**config.mk**
```make
export PLATFORM = sky130hd
export DESIGN_NAME = nts_api_initiator
export DESIGN_NICKNAME = d
export VERILOG_FILES = /design/src/rtl/nts_api_initiator.sv
export SDC_FILE = /design/constraint.sdc
export NUM_CORES = 1
export LEC_CHECK = 0
export ABC_AREA = 1
export ABC_CLOCK_PERIOD_IN_PS = 9700
export CELL_PAD_IN_SITES_DETAIL_PLACEMENT = 2
export CELL_PAD_IN_SITES_GLOBAL_PLACEMENT = 2
export CORE_ASPECT_RATIO = 1.25
export CORE_UTILIZATION = 27
export DETAILED_ROUTE_END_ITERATION = 12
export HOLD_SLACK_MARGIN = 0.02
export PLACE_DENSITY_LB_ADDON = 0.15
export SLEW_MARGIN = 20
export SYNTH_ARGS = -nofsm -noshare
export SYNTH_HDL_FRONTEND = slang
export SYNTH_SLANG_ARGS = --single-unit
```
**constraint.sdc**
```tcl
create_clock -name i_clk -period 9.7 [get_ports i_clk]
set_clock_uncertainty 0.2 [all_clocks]
set_input_delay 1.94 -clock i_clk [delete_from_list [all_inputs] [get_ports i_clk]]
set_output_delay 1.94 -clock i_clk [all_outputs]
set_load 0.01 [all_outputs]
```
**src/rtl/nts_api_initiator.sv**
```systemverilog
// nts_api_initiator: single-outstanding bus initiator for the 12-bit NTS register API.
// Latency: command accept in cycle N -> cs strobe at N+1, o_rsp_valid at N+2+READ_DELAY.
// Backpressure: o_cmd_ready only in IDLE; the response is held until i_rsp_ready.
// Optional macro NTS_API_INITIATOR_ADDR_CHECK_EN: commands addressed at or above ADDR_TOP
//   are answered with o_rsp_error=1 and never reach the bus.
// Ports: i_clk/i_areset (async, active high); command port i_cmd_*/o_cmd_ready;
//   response port o_rsp_*/i_rsp_ready; API bus o_api_*/i_api_read_data; o_txn_count.
module nts_api_initiator #(
   parameter int unsigned READ_DELAY = 1,
   parameter logic [11:0] ADDR_TOP   = 12'h200
) (
   input  logic        i_clk,
   input  logic        i_areset,
   input  logic        i_cmd_valid,
   output logic        o_cmd_ready,
   input  logic        i_cmd_we,
   input  logic [11:0] i_cmd_address,
   input  logic [31:0] i_cmd_write_data,
   output logic        o_rsp_valid,
   input  logic        i_rsp_ready,
   output logic [31:0] o_rsp_read_data,
   output logic        o_rsp_error,
   output logic        o_api_cs,
   output logic        o_api_we,
   output logic [11:0] o_api_address,
   output logic [31:0] o_api_write_data,
   input  logic [31:0] i_api_read_data,
   output logic [31:0] o_txn_count
);

`ifdef NTS_API_INITIATOR_ADDR_CHECK_EN
   localparam bit ADDR_CHECK = 1'b1;
`else
   localparam bit ADDR_CHECK = 1'b0;
`endif

   localparam logic [2:0] RD = READ_DELAY[2:0];

   typedef enum logic [1:0] {S_IDLE, S_ISSUE, S_WAIT, S_RESP} state_t;

   state_t      state_q,     state_d;
   logic [2:0]  cnt_q,       cnt_d;
   logic        cmd_ready_q, cmd_ready_d;
   logic        api_cs_q,    api_cs_d;
   logic        api_we_q,    api_we_d;
   logic [11:0] api_addr_q,  api_addr_d;
   logic [31:0] api_wdata_q, api_wdata_d;
   logic        rsp_valid_q, rsp_valid_d;
   logic [31:0] rsp_data_q,  rsp_data_d;
   logic        rsp_error_q, rsp_error_d;
   logic [31:0] txn_count_q, txn_count_d;

   always_comb begin
      state_d     = state_q;
      cnt_d       = cnt_q;
      api_we_d    = api_we_q;
      api_addr_d  = api_addr_q;
      api_wdata_d = api_wdata_q;
      rsp_data_d  = rsp_data_q;
      rsp_error_d = rsp_error_q;
      txn_count_d = txn_count_q;

      case (state_q)
         S_IDLE: begin
            // cmd_ready_q gates acceptance so nothing is taken in the first cycle after reset
            if (cmd_ready_q && i_cmd_valid) begin
               if (ADDR_CHECK && (i_cmd_address >= ADDR_TOP)) begin
                  state_d     = S_RESP;
                  rsp_error_d = 1'b1;
                  rsp_data_d  = 32'h0;
               end else begin
                  // the API output registers double as the command latch
                  state_d     = S_ISSUE;
                  api_we_d    = i_cmd_we;
                  api_addr_d  = i_cmd_address;
                  api_wdata_d = i_cmd_write_data;
               end
            end
         end
         S_ISSUE: begin
            if (RD == 3'd0) begin
               state_d    = S_RESP;
               rsp_data_d = api_we_q ? 32'h0 : i_api_read_data;
            end else begin
               state_d = S_WAIT;
               cnt_d   = 3'd1;
            end
         end
         S_WAIT: begin
            if (cnt_q == RD) begin
               state_d    = S_RESP;
               rsp_data_d = api_we_q ? 32'h0 : i_api_read_data;
            end else begin
               cnt_d = cnt_q + 3'd1;
            end
         end
         S_RESP: begin
            if (i_rsp_ready) begin
               state_d     = S_IDLE;
               txn_count_d = txn_count_q + 32'd1;
               rsp_data_d  = 32'h0;
               rsp_error_d = 1'b0;
            end
         end
         default: state_d = S_IDLE;
      endcase

      // bus fields carry the command only while a bus cycle is in flight
      if ((state_d == S_IDLE) || (state_d == S_RESP)) begin
         api_we_d    = 1'b0;
         api_addr_d  = 12'h0;
         api_wdata_d = 32'h0;
      end

      cmd_ready_d = (state_d == S_IDLE);
      api_cs_d    = (state_d == S_ISSUE);
      rsp_valid_d = (state_d == S_RESP);
   end

   always_ff @(posedge i_clk or posedge i_areset) begin
      if (i_areset) begin
         state_q     <= S_IDLE;
         cnt_q       <= 3'd0;
         cmd_ready_q <= 1'b0;
         api_cs_q    <= 1'b0;
         api_we_q    <= 1'b0;
         api_addr_q  <= 12'h0;
         api_wdata_q <= 32'h0;
         rsp_valid_q <= 1'b0;
         rsp_data_q  <= 32'h0;
         rsp_error_q <= 1'b0;
         txn_count_q <= 32'h0;
      end else begin
         state_q     <= state_d;
         cnt_q       <= cnt_d;
         cmd_ready_q <= cmd_ready_d;
         api_cs_q    <= api_cs_d;
         api_we_q    <= api_we_d;
         api_addr_q  <= api_addr_d;
         api_wdata_q <= api_wdata_d;
         rsp_valid_q <= rsp_valid_d;
         rsp_data_q  <= rsp_data_d;
         rsp_error_q <= rsp_error_d;
         txn_count_q <= txn_count_d;
      end
   end

   assign o_cmd_ready      = cmd_ready_q;
   assign o_api_cs         = api_cs_q;
   assign o_api_we         = api_we_q;
   assign o_api_address    = api_addr_q;
   assign o_api_write_data = api_wdata_q;
   assign o_rsp_valid      = rsp_valid_q;
   assign o_rsp_read_data  = rsp_data_q;
   assign o_rsp_error      = rsp_error_q;
   assign o_txn_count      = txn_count_q;

endmodule

```
==> summary.txt <==
status = finished, final reports clean
Vias = 5113
Hold Fails Final Rpt = 0
Synth cell types = 25
routed len/inst = 18.0 um
Synth Area in Simple Gates = 0.332
Post-Synthesis Cell Area = 5260 um^2
antenna cell count = 0
worst path required time = 9.86 ns
Die X = 127 um
CP Class = primary input to flop
Max clock buf depth = 2
buffers added on ports = 192
Hold Crit Class = flop to flop
crit-path max FO = 35
Ys Warns = 0
Die Ht = 158 um
CTS tree = yes
first-pass GRT wire length = 30700 um
RSZ-0062 raised after global routing = false
Setup Total Neg Slack = 0 ns
Starting Density = 0.278
die footprint = 20000 um^2
data arrival time of the worst path = 4.22 ns
wire length on met1 = 7370 um
achievable frequency = 246 MHz
fin. max-slew vios = 0
Max Cap Violations = 0
total grt overflow = 0
Slew headroom = 0.391
# nets final = 893
main combinational cell family by area after synthesis = simple AND/OR/NAND/NOR gates
number of CTS-inserted buffers = 17
Post-Synth Adder-Cell Area = 0.0143
total wire length = 18900 um
met2 WL post-DR = 9850 um
initial antenna violation count = 0
Setup WS post-layout = 5.64 ns
pwr/cell area = 292 nW/um^2
vias per cell = 4.86
vias in the first global route = 5788
Clock Tree Root = clkbuf_16
Worst Max-Slew Pin Slew = 0.914 ns
gr usage total = 0.199
Synth Register Bits = 117
Hold Buf Count CTS = 0
Placer Congestion = 0.764
routed wl met3 = 1360 um
Post-Place Worst Slack = 5.00 ns
Synth Net Count = 709
xor/xnor cell area share of the yosys netlist = 0.0250
layout cell share with drive strength beyond 1 = 0.0574
multiplexer area fraction after synthesis = 0
crit path time final = 4.06 ns
clk slew on worst S/H paths = 0.06 ns
CTS resizes = 0
Residual DRC = 0
initial drt markers = 181
Syn Inst Count = 622
1st-pass router iterations = 4
worst hold slack = 0.297 ns
period utilization = 0.419
CTS Sinks = 117
Filler Cells Inserted = 2064
HPWL Detailed = 13200 um
post-CTS setup buffers = 0
Area Overhead vs Synth = 51.9%
Worst-Skew Late Latency = 0.42 ns
setup violators final = 0
Avg Inst Size Synth = 8.45 um^2
total power = 2.33 mW
Crit. End Element = flop
Top Metal Used = met4
Core Footprint = 18900 um^2
I/O Pins = 194
H-tree depth = 4
Antenna Nets Post-Route = 0
largest net degree at the start of global routing = 70
crit path launch type = primary input
Rows = 56
post-synthesis sequential area ratio = 0.557
Leakage Power = 3.65 nW
compound-cell area share of the yosys netlist = 0.0252
Max IR drop VDD = 0.000238 V
per-stage QoR:
step / util / cell area, um^2 / instances
2_1_floorplan: - / 5260 / 622
3_3_place_gp: 0.390 / 7370 / 1019
3_5_place_dp: 0.390 / 7370 / 1019
4_1_cts: 0.422 / 7980 / 1051
5_1_grt: 0.422 / 7990 / 1051
6_report: 0.422 / 7990 / 1051
logic make-up (layout without fill, tap and decap cells):
| family | count (synthesis) | after routing |
|---|---|---|
| compound gates | 26 | 26 |
| flops | 117 | 117 |
| other cells | 1 | 1 |
| fa+ha+maj | 6 | 6 |
| buf+inv | 58 | 255 |
| xor+xnor | 15 | 15 |
| simple gates | 399 | 399 |
layer usage:
layer / up-vias / track usage
li1: 2383 / -
met1: 2553 / 0.215
met2: 150 / 0.356
met3: 27 / 0.0720
met4: 0 / 0.0754
met5: - / 0
worst paths after layout:
kind	start	endpoint	slack, ns	depth (start not counted)
setup / recovery	i_rsp_ready	o_rsp_read_data[12]	5.64	7
hold / removal	o_txn_count[31]	o_txn_count[31]	0.30	2
setup reg to reg	cnt_q[0]	o_api_write_data[7]	7.14	9
hold reg to reg	o_txn_count[31]	o_txn_count[31]	0.30	2
max in group asynchronous	i_areset	o_txn_count[5]	6.20	3
min in group asynchronous	i_areset	o_api_write_data[14]	1.87	2
synthesized netlist by cell type (all sizes together):
cell,n,area (um^2)
clkbuf,17,63.8
nor2,92,358
nand4,5,31.3
o21ai,22,110
buf,14,78.8
inv,27,101
a31oi,1,6.26
nand2,164,621
ha,6,75.1
dfrtp,117,2930
xnor2,8,70.1
a21oi,2,10.0
nand3,119,596
nor3,6,41.3
nand3b,13,97.6
xor2,7,61.3
o22ai,1,6.26
conb,1,3.75
registers in the layout, indices dropped and copies added (netlist names):
signal,flops
o_api_address,12
o_cmd_ready,1
o_rsp_read_data,32
o_api_we,1
o_txn_count,32
o_rsp_valid,1
state_q,2
o_api_write_data,32
cnt_q,3
o_api_cs,1
cells in the final DEF, fill, tap and decap left out, types with 7 or more instances in the layout:
cell and n:
xnor2_1 8, nor2_1 89, nand3b_1 13, nand3_1 119, inv_1 24, clkbuf_16 17
xor2_1 7, clkdlybuf4s50_1 192, nand2_1 162, o21ai_0 22, dfrtp_1 117
power breakdown:
group | switching (mW) | internal (mW) | leakage (nW)
Sequential | 0.103 | 0.644 | 1.56
Clock | 0.248 | 0.406 | 0.283
Combinational | 0.526 | 0.406 | 1.81
Total | 0.878 | 1.46 | 3.65
area by class of cell:
type	instances	area, um^2	area share
repair buffers	196	1950	0.244
inverters	27	104	0.0130
clock inverters	14	178	0.0222
flip-flops and latches	117	2930	0.366
clock buffers	18	429	0.0537
multi-input cells	447	2110	0.264
well taps	232	290	0.0363
critical path: stages:
cell and delay (ns):
clkdlybuf4s50_1 0.48, inv_1 0.07, nor2_4 0.39, inv_2 0.40
nand2_2 0.61, nand3_1 0.18, nand2_1 0.14
(Power assumes the default switching activity.)
